File: src/rtl/sccb_seq_pkg.sv
// Shared constants for the SCCB init-table sequencer: state codes, table markers,
// camera steering codes and a timer sizing helper.
package sccb_seq_pkg;

    typedef logic [3:0] seq_state_t;

    localparam seq_state_t S_IDLE       = 4'd0;
    localparam seq_state_t S_STARTUP    = 4'd1;
    localparam seq_state_t S_FETCH      = 4'd2;
    localparam seq_state_t S_DECODE     = 4'd3;
    localparam seq_state_t S_ISSUE      = 4'd4;
    localparam seq_state_t S_WAIT_ACK   = 4'd5;
    localparam seq_state_t S_WAIT_READY = 4'd6;
    localparam seq_state_t S_DELAY      = 4'd7;
    localparam seq_state_t S_DONE       = 4'd8;
    localparam seq_state_t S_ERROR      = 4'd9;

    localparam logic [15:0] SEQ_DELAY_MARK = 16'hFFFF;
    localparam logic [15:0] SEQ_END_MARK   = 16'hFFFE;

    localparam logic [1:0] CAM_BOTH = 2'b00;
    localparam logic [1:0] CAM_0    = 2'b01;
    localparam logic [1:0] CAM_1    = 2'b10;
    localparam logic [1:0] CAM_NONE = 2'b11;

    // Largest value the shared timer ever has to hold.
    function automatic int unsigned timer_span(input int unsigned a,
                                               input int unsigned b,
                                               input int unsigned c);
        int unsigned m;
        m = a;
        if (b > m) m = b;
        if (c > m) m = c;
        return m;
    endfunction

endpackage

File: src/rtl/sccb_seq_timer.sv
// Loadable down-counter shared by startup wait, delay markers and ack timeout.
// last is high while the count is 0 or 1, i.e. on the final cycle of a loaded interval.
module sccb_seq_timer #(
    parameter int W = 8
) (
    input  logic         clk,
    input  logic         reset,
    input  logic         load,
    input  logic [W-1:0] load_val,
    output logic         last
);

    logic [W-1:0] cnt;

    always_ff @(posedge clk) begin
        if (reset) begin
            cnt <= '0;
        end else if (load) begin
            cnt <= load_val;
        end else if (cnt != '0) begin
            cnt <= cnt - W'(1);
        end
    end

    assign last = (cnt <= W'(1));

endmodule

File: src/rtl/sccb_init_sequencer.sv
// Walks a {reg addr, data} ROM table and issues one SCCB engine write per entry,
// honouring delay/end markers, with power-up wait and ack timeout.
module sccb_init_sequencer
    import sccb_seq_pkg::*;
#(
    parameter int unsigned ROM_AW       = 8,
    parameter int unsigned STARTUP_WAIT = 200_000,
    parameter int unsigned TICK_CYCLES  = 100_000,
    parameter int unsigned ACK_TIMEOUT  = 4096
) (
    input  logic              clk_sys,
    input  logic              reset,
    input  logic              go,
    input  logic [1:0]        cam_sel,
    output logic [ROM_AW-1:0] rom_addr,
    input  logic [23:0]       rom_data,
    output logic              start_ov5640,
    output logic [15:0]       address_ov5640,
    output logic [7:0]        data_ov5640,
    input  logic              ready_ov5640,
    output logic [1:0]        select_initial_cam,
    output logic              busy,
    output logic              done,
    output logic              error,
    output logic [ROM_AW:0]   wr_count
);

    localparam int unsigned TMR_MAX = timer_span(STARTUP_WAIT, 255 * TICK_CYCLES, ACK_TIMEOUT);
    localparam int unsigned TW      = $clog2(TMR_MAX + 1);
    localparam int unsigned CW      = ROM_AW + 1;

    seq_state_t     state;
    logic [15:0]    entry_addr;
    logic [7:0]     entry_data;
    logic           is_delay;
    logic           is_end;
    logic           go_ok;
    logic           adv;
    logic           at_last;
    logic           tmr_load;
    logic [TW-1:0]  tmr_val;
    logic           tmr_last;

    assign entry_addr = rom_data[23:8];
    assign entry_data = rom_data[7:0];
    assign is_delay   = (entry_addr == SEQ_DELAY_MARK);
    assign is_end     = (entry_addr == SEQ_END_MARK);
    assign at_last    = &rom_addr;
    assign go_ok      = go && ((state == S_IDLE) || (state == S_DONE) || (state == S_ERROR));

    assign start_ov5640 = (state == S_ISSUE);

    // Points where the current entry is finished and the walk moves on.
    assign adv = ((state == S_DECODE) && is_delay && (entry_data == 8'd0)) ||
                 ((state == S_WAIT_READY) && ready_ov5640) ||
                 ((state == S_DELAY) && tmr_last);

    always_comb begin
        tmr_load = 1'b0;
        tmr_val  = '0;
        if (go_ok) begin
            tmr_load = 1'b1;
            tmr_val  = TW'(STARTUP_WAIT);
        end else if ((state == S_DECODE) && is_delay && (entry_data != 8'd0)) begin
            tmr_load = 1'b1;
            tmr_val  = TW'(entry_data) * TW'(TICK_CYCLES);
        end else if (state == S_ISSUE) begin
            tmr_load = 1'b1;
            tmr_val  = TW'(ACK_TIMEOUT);
        end
    end

    sccb_seq_timer #(
        .W(TW)
    ) u_timer (
        .clk      (clk_sys),
        .reset    (reset),
        .load     (tmr_load),
        .load_val (tmr_val),
        .last     (tmr_last)
    );

    always_ff @(posedge clk_sys) begin
        if (reset) begin
            state              <= S_IDLE;
            rom_addr           <= '0;
            address_ov5640     <= '0;
            data_ov5640        <= '0;
            select_initial_cam <= CAM_NONE;
            busy               <= 1'b0;
            done               <= 1'b0;
            error              <= 1'b0;
            wr_count           <= '0;
        end else begin
            case (state)
                S_IDLE, S_DONE, S_ERROR: begin
                    if (go) begin
                        state              <= S_STARTUP;
                        done               <= 1'b0;
                        error              <= 1'b0;
                        wr_count           <= '0;
                        rom_addr           <= '0;
                        select_initial_cam <= cam_sel;
                        busy               <= 1'b1;
                    end
                end
                S_STARTUP: begin
                    if (tmr_last) state <= S_FETCH;
                end
                S_FETCH: begin
                    state <= S_DECODE;
                end
                S_DECODE: begin
                    if (is_delay) begin
                        if (entry_data != 8'd0) state <= S_DELAY;
                    end else if (is_end) begin
                        state <= S_DONE;
                        busy  <= 1'b0;
                        done  <= 1'b1;
                    end else if (ready_ov5640) begin
                        address_ov5640 <= entry_addr;
                        data_ov5640    <= entry_data;
                        state          <= S_ISSUE;
                    end
                end
                S_ISSUE: begin
                    wr_count <= wr_count + CW'(1);
                    state    <= S_WAIT_ACK;
                end
                S_WAIT_ACK: begin
                    if (!ready_ov5640) begin
                        state <= S_WAIT_READY;
                    end else if (tmr_last) begin
                        state              <= S_ERROR;
                        error              <= 1'b1;
                        busy               <= 1'b0;
                        select_initial_cam <= CAM_NONE;
                    end
                end
                S_WAIT_READY, S_DELAY: begin
                end
                default: begin
                    state <= S_IDLE;
                    busy  <= 1'b0;
                end
            endcase

            // Stepping past the last table slot ends the run rather than wrapping.
            if (adv) begin
                if (at_last) begin
                    state <= S_DONE;
                    busy  <= 1'b0;
                    done  <= 1'b1;
                end else begin
                    rom_addr <= rom_addr + ROM_AW'(1);
                    state    <= S_FETCH;
                end
            end
        end
    end

endmodule
File: config.mk
export PLATFORM = sky130hd
export DESIGN_NAME = sccb_init_sequencer
export DESIGN_NICKNAME = d
export VERILOG_FILES = /design/src/rtl/sccb_seq_pkg.sv /design/src/rtl/sccb_seq_timer.sv /design/src/rtl/sccb_init_sequencer.sv
export SDC_FILE = /design/constraint.sdc
export NUM_CORES = 1
export LEC_CHECK = 0
export CORE_ASPECT_RATIO = 0.9
export CORE_MARGIN = 1.5
export CORE_UTILIZATION = 55
export CTS_CLUSTER_DIAMETER = 50
export DETAILED_ROUTE_END_ITERATION = 7
export PLACE_DENSITY_LB_ADDON = 0.15
export SETUP_SLACK_MARGIN = 0.02
export SYNTH_ARGS = -nofsm -noshare
export SYNTH_HDL_FRONTEND = slang
export SYNTH_SLANG_ARGS = --single-unit
File: constraint.sdc
create_clock -name clk_sys -period 9.1 [get_ports clk_sys]
set_input_delay 1.82 -clock clk_sys [delete_from_list [all_inputs] [get_ports clk_sys]]
set_output_delay 1.82 -clock clk_sys [all_outputs]
set_load 0.02 [all_outputs]
==> flow_summary.json <==
{
  "status": "completed",
  "maxCapViolCount": 0,
  "tightest_slew_ns": 1.11,
  "place_ws_ns": 3.23,
  "r2r_cells": 6,
  "cpLargestDelayFamily": "adder cells",
  "avgSynthCellArea_um2": 8.33,
  "cpMaxStageDelayCell": "clkdlybuf4s50_1",
  "path_max_fanout": 7,
  "synth.top_cell.area_share_pct": 29.1,
  "gp_congestion": 0.927,
  "row_count": 33,
  "period_minus_slack_ns": 5.57,
  "netlist_instances": 620,
  "clock_path_buffers": 2,
  "cp-end-kind": "flip-flop",
  "grt_max_degree": 50,
  "clk-insertion-delay-late_ns": 0.35,
  "n_fill_cell": 771,
  "skew_ns": 0.00883,
  "yosysWarnings": 0,
  "start_kind": "input port",
  "cts-htree-levels": 3,
  "dp_hpwl_um": 9610,
  "wl_um": 12800,
  "path_common_cell": "ha_1",
  "synth_flop_cell": "dfxtp_1",
  "critical-path-max-stage-delay_ns": 0.64,
  "cts_resized": 0,
  "finalHoldViolations": 0,
  "p_per_area_mw_per_mm2": 228,
  "clk_pin_slew_worst_paths_ns": 0.08,
  "drc_errors": 0,
  "setup-tns-final_ns": 0,
  "peakVddDrop_v": 0.0000952,
  "ant_nets": 0,
  "setup_viol": 0,
  "crit_type": "in -> reg",
  "initialDrtViolationCount": 273,
  "syn_area_mm2": 0.00516,
  "nets": 779,
  "timing.rr.end": "u_timer.cnt[22]$_SDFFE_PP0P_",
  "postCtsSetupBuffers": 0,
  "startpoint": "rom_data[6]",
  "ys_async_sr_fraction_pct": 0,
  "viasPerCell": 5.87,
  "relSlewSlack_pct": 25.2,
  "via_count": 4717,
  "hp-class": "reg -> reg",
  "rsz0062_at_grt": "false",
  "required_ns": 9.35,
  "whs_endpoint": "address_ov5640[13]$_SDFFE_PP0P_",
  "synth_seq_cells": 75,
  "hold_start": "address_ov5640[13]$_SDFFE_PP0P_",
  "fin_total_pwr_mw": 1.41,
  "worstPathBufferInverterCount": 2,
  "cts_sinks": 75,
  "critical_path_arrival_ns": 5.81,
  "min_period_over_period_pct": 61.2,
  "yosysUniqueCellTypes": 56,
  "drtPass1Iterations": 5,
  "io_pins": 77,
  "final.setup.worst_slack_ns": 3.53,
  "die_x_um": 105,
  "max_freq_ghz": 0.180,
  "antenna_found_initial": 0,
  "power.leakage_nw": 2.52,
  "final_common_cell": "nand2_1",
  "die_area_mm2": 0.00998,
  "die_h_um": 94.9,
  "yosys-top-cells-area": "dfxtp_1, ha_1, nand2_1, a21oi_1, fa_1",
  "synth_edf_count": 0,
  "syn_nets": 723,
  "cts_tree": "yes",
  "grt_first_pass_wirelength_um": 21100,
  "globalRouteOverflowTotal": 0,
  "core_mm2": 0.00913,
  "numCtsBuffers": 9,
  "reg2reg_slack_ns": 5.55,
  "slew_violations": 0,
  "seq_area_frac_synth_pct": 29.1,
  "grt_pass1_vias": 4353,
  "wl_per_cell_um": 16.0,
  "drive_gt1_share_pct": 4.26,
  "syn2layout_area_growth_pct": 19.4,
  "mostFrequentLayoutCells": "nand2_1, dfxtp_1, clkdlybuf4s50_1",
  "cp.depth": 13,
  "r2r-start": "u_timer.cnt[7]$_SDFFE_PP0P_",
  "n_antenna_cell": 0,
  "worstPathCellList": "clkdlybuf4s50_1 > inv_1 > ha_1 > ha_1 > fa_1 > fa_1 > ha_1 > a211oi_1 > o21bai_1 > a31oi_1 > a31oi_1 > xor2_1 > a31o_1",
  "synth_top_area_cell": "dfxtp_1",
  "min_path_cells": 2,
  "cts-hold-fix-buffers": 0,
  "port_buffers": 76,
  "root_buffer": "clkbuf_8",
  "track_usage_pct": 26.3,
  "initial_core_util_pct": 56.6
}
-- worst register-to-register path, cell delays in order (launching register included) --
cell,delay (ns)
dfxtp_1,0.35
nor4_1,0.73
nand3_1,0.58
or4_1,0.77
o31ai_4,0.68
nor4_1,0.13
a31o_1,0.22
-- worst max-delay path by stage --
| stage | endpoint | slack (ns) |
|---|---|---|
| finish | u_timer.cnt[23]$_SDFFE_PP0P_ | 3.53 |
| CTS | u_timer.cnt[23]$_SDFFE_PP0P_ | 3.55 |
| floorplan | u_timer.cnt[23]$_SDFFE_PP0P_ | 4.18 |
| global route | u_timer.cnt[24]$_SDFFE_PP0P_ | 3.39 |
| global placement | u_timer.cnt[23]$_SDFFE_PP0P_ | 3.33 |
| detailed placement | u_timer.cnt[23]$_SDFFE_PP0P_ | 3.23 |
-- cell type report --
class	instances	area (µm²)	share of cell area [%]
flip-flops and latches	75	1500	24.3
repair buffers	76	756	12.3
inverters	20	75.1	1.22
clock buffers	10	128	2.07
multi-input cells	494	3460	56.2
well taps	122	153	2.48
clock inverters	6	90.1	1.46
-- registers in the layout, summed over array words and instances, names as in the netlist --
| name | count |
|---|---|
| rom_addr | 8 |
| u_timer.cnt | 25 |
| select_initial_cam | 2 |
| data_ov5640 | 8 |
| busy | 1 |
| wr_count | 9 |
| error | 1 |
| done | 1 |
| state | 4 |
| address_ov5640 | 16 |
-- metal layers --
| metal | track usage (%) | routed length (µm) | up-vias |
|---|---|---|---|
| met2 | 43.1 | 5940 | 124 |
| met1 | 35.4 | 6040 | 2241 |
| met3 | 5.80 | 707 | 11 |
| li1 | - | - | 2341 |
| met5 | 0 | 0 | - |
| met4 | 6.05 | 134 | 0 |
-- Yosys cell counts (all sizes together), types with 8 or more instances --
library cell and instances:
ha 61, fa 12, inv 20, nor2 46, a22oi 13, xor2 18, dfxtp 75, nor4 13
a31oi 8, nand2 81, nor3 18, o21ai 24, xnor2 18, nand4 8, and3 14, clkbuf 28
nand3 18, a21oi 54
-- where the power goes --
group          switching (mW)  internal [mW]
clock                   0.132          0.155
sequential             0.0470          0.376
combinational           0.409          0.289
total                   0.588          0.819
-- stage by stage --
stage / instance area [µm²] / utilization [%] / std cells / hold slack [ns]
after floorplan: 5160 / - / 620 / 0.479
after global placement: 5950 / 65.2 / 787 / 0.442
after detailed placement: 5950 / 65.2 / 787 / 0.445
after CTS: 6170 / 67.6 / 803 / 0.457
after global routing: 6170 / 67.6 / 803 / 0.481
final: 6170 / 67.6 / 803 / 0.456
-- kinds of logic after synthesis --
family | share of synthesized area [%]
compound gates | 17.7
xor+xnor | 6.11
fa+ha+maj | 19.4
buf+inv | 3.83
flops | 29.1
mux | 1.21
simple gates | 22.7
Power figures use the tool's default switching activity.
==> RTL change: new RTL, config.mk and constraints unchanged <==
Make the reset (`reset`) asynchronous in 2 clocked blocks.
--- a/src/rtl/sccb_seq_timer.sv
+++ b/src/rtl/sccb_seq_timer.sv
@@ -13,5 +13,5 @@
     logic [W-1:0] cnt;
 
-    always_ff @(posedge clk) begin
+    always_ff @(posedge clk or posedge reset) begin
         if (reset) begin
             cnt <= '0;
--- a/src/rtl/sccb_init_sequencer.sv
+++ b/src/rtl/sccb_init_sequencer.sv
@@ -81,5 +81,5 @@
     );
 
-    always_ff @(posedge clk_sys) begin
+    always_ff @(posedge clk_sys or posedge reset) begin
         if (reset) begin
             state              <= S_IDLE;
Formal check against the unedited RTL: differs if reset is asserted again (counterexample within 4 cycles, from zero or initial values and one cycle with reset high); with reset held inactive, the same outputs for 10 cycles.
==> RTL change against the original RTL <==
Sequential share of layout area rose by 4.7 points; critical endpoint is now u_timer.cnt[23]; sequential cell count unchanged; final area rose by 5.0%; power rose by 20%; wire length is 0.16% higher; worst setup slack got worse by 0.23 ns; cell count fell by 5.9%; sequential power is 27% higher; synthesized cell count shrank 10%; clock power increased by 9.8%; first-iteration DRC count fell by 8.4%; area after synthesis rose by 4.3%; fmax shrank 4.0%; via count is 3.7% lower.
==> RTL change: results <==
[run_status]
status = complete, no violations

[global_routing]
grt_pass1_wl_um = 21200
grt_max_degree = 76
gr-usage-met3_pct = 3.91
met2_usage_pct = 40.0
grt_use_met1_pct = 35.3

[worst_setup_path]
cp-endpoint = u_timer.cnt[23]
arrival_ns = 6.02
slowest_delay_ns = 0.59
r2r-end = u_timer.cnt[12]
cp_max_fo = 5

[route]
m1WireLength_um = 5880
viasPerCell = 6.01

[cells_and_area]
final_util_pct = 67.3
n_all_buffers = 78
drive_gt1_share_pct = 8.73
seq_share_pct = 29.0
layout.nonclk_buf_share_pct = 12.0
fin_nets = 728

[power]
p_seq_share_pct = 32.1
comb-power_w = 0.000827
ir_worst_vdd_v = 0.000139
power.leakage_nw = 2.85
p_int_w = 0.00101

[synth]
synthArstFlopShare_pct = 100
synthTopCellsByCount = dfrtp_1 (73), ha_1 (61), nand2_1 (40), nor2_1 (39), o21ai_0 (39)
ys_top_cells_by_area = dfrtp_1 (34%), ha_1 (14%), fa_1 (4.5%)
avgSynthCellArea_um2 = 9.69
synth.distinct_cells = 62

[placement]
place_congestion = 0.877
dpl_cell_area_um2 = 6230
dp.cells = 740
dp_slack_ns = 2.99
hpwl_um = 9480

[sta]
fin_hold_ws_ns = 0.484
finClkSkew_ns = 0.0109

[hold_path]
worstHoldStart = data_ov5640[0]
hold_end = data_ov5640[0]

[floorplanning]
core_area_um2 = 9610
[RTL change: cell types whose count changed in the layout (fill, tap and decap cells not counted), sizes merged, moves of 7 or more]
| cell | unedited run | this run |
|---|---|---|
| dfxtp | 75 | 0 |
| dfrtp | 0 | 73 |
| nand2 | 81 | 40 |
| a21oi | 54 | 24 |
| o21ai | 24 | 41 |
| mux2 | 2 | 16 |
| a22oi | 13 | 0 |
| xor2 | 18 | 8 |
| o211ai | 1 | 9 |
| o22ai | 0 | 8 |
| and3 | 14 | 7 |
| nor2 | 46 | 39 |
| nor2b | 1 | 8 |
[RTL change: kinds of logic (layout without fill, tap and decap cells)]
group	count (synthesis)	count (layout)	share of synthesized area (%)
buffers and inverters	43	117	3.18
multiplexers	22	22	4.46
AO/OA/AOI/OAI	123	123	14.9
adder cells (fa/ha/maj)	73	73	18.6
flip-flops	75	75	34.9
XOR/XNOR	29	29	4.72
AND/OR/NAND/NOR	191	191	19.2
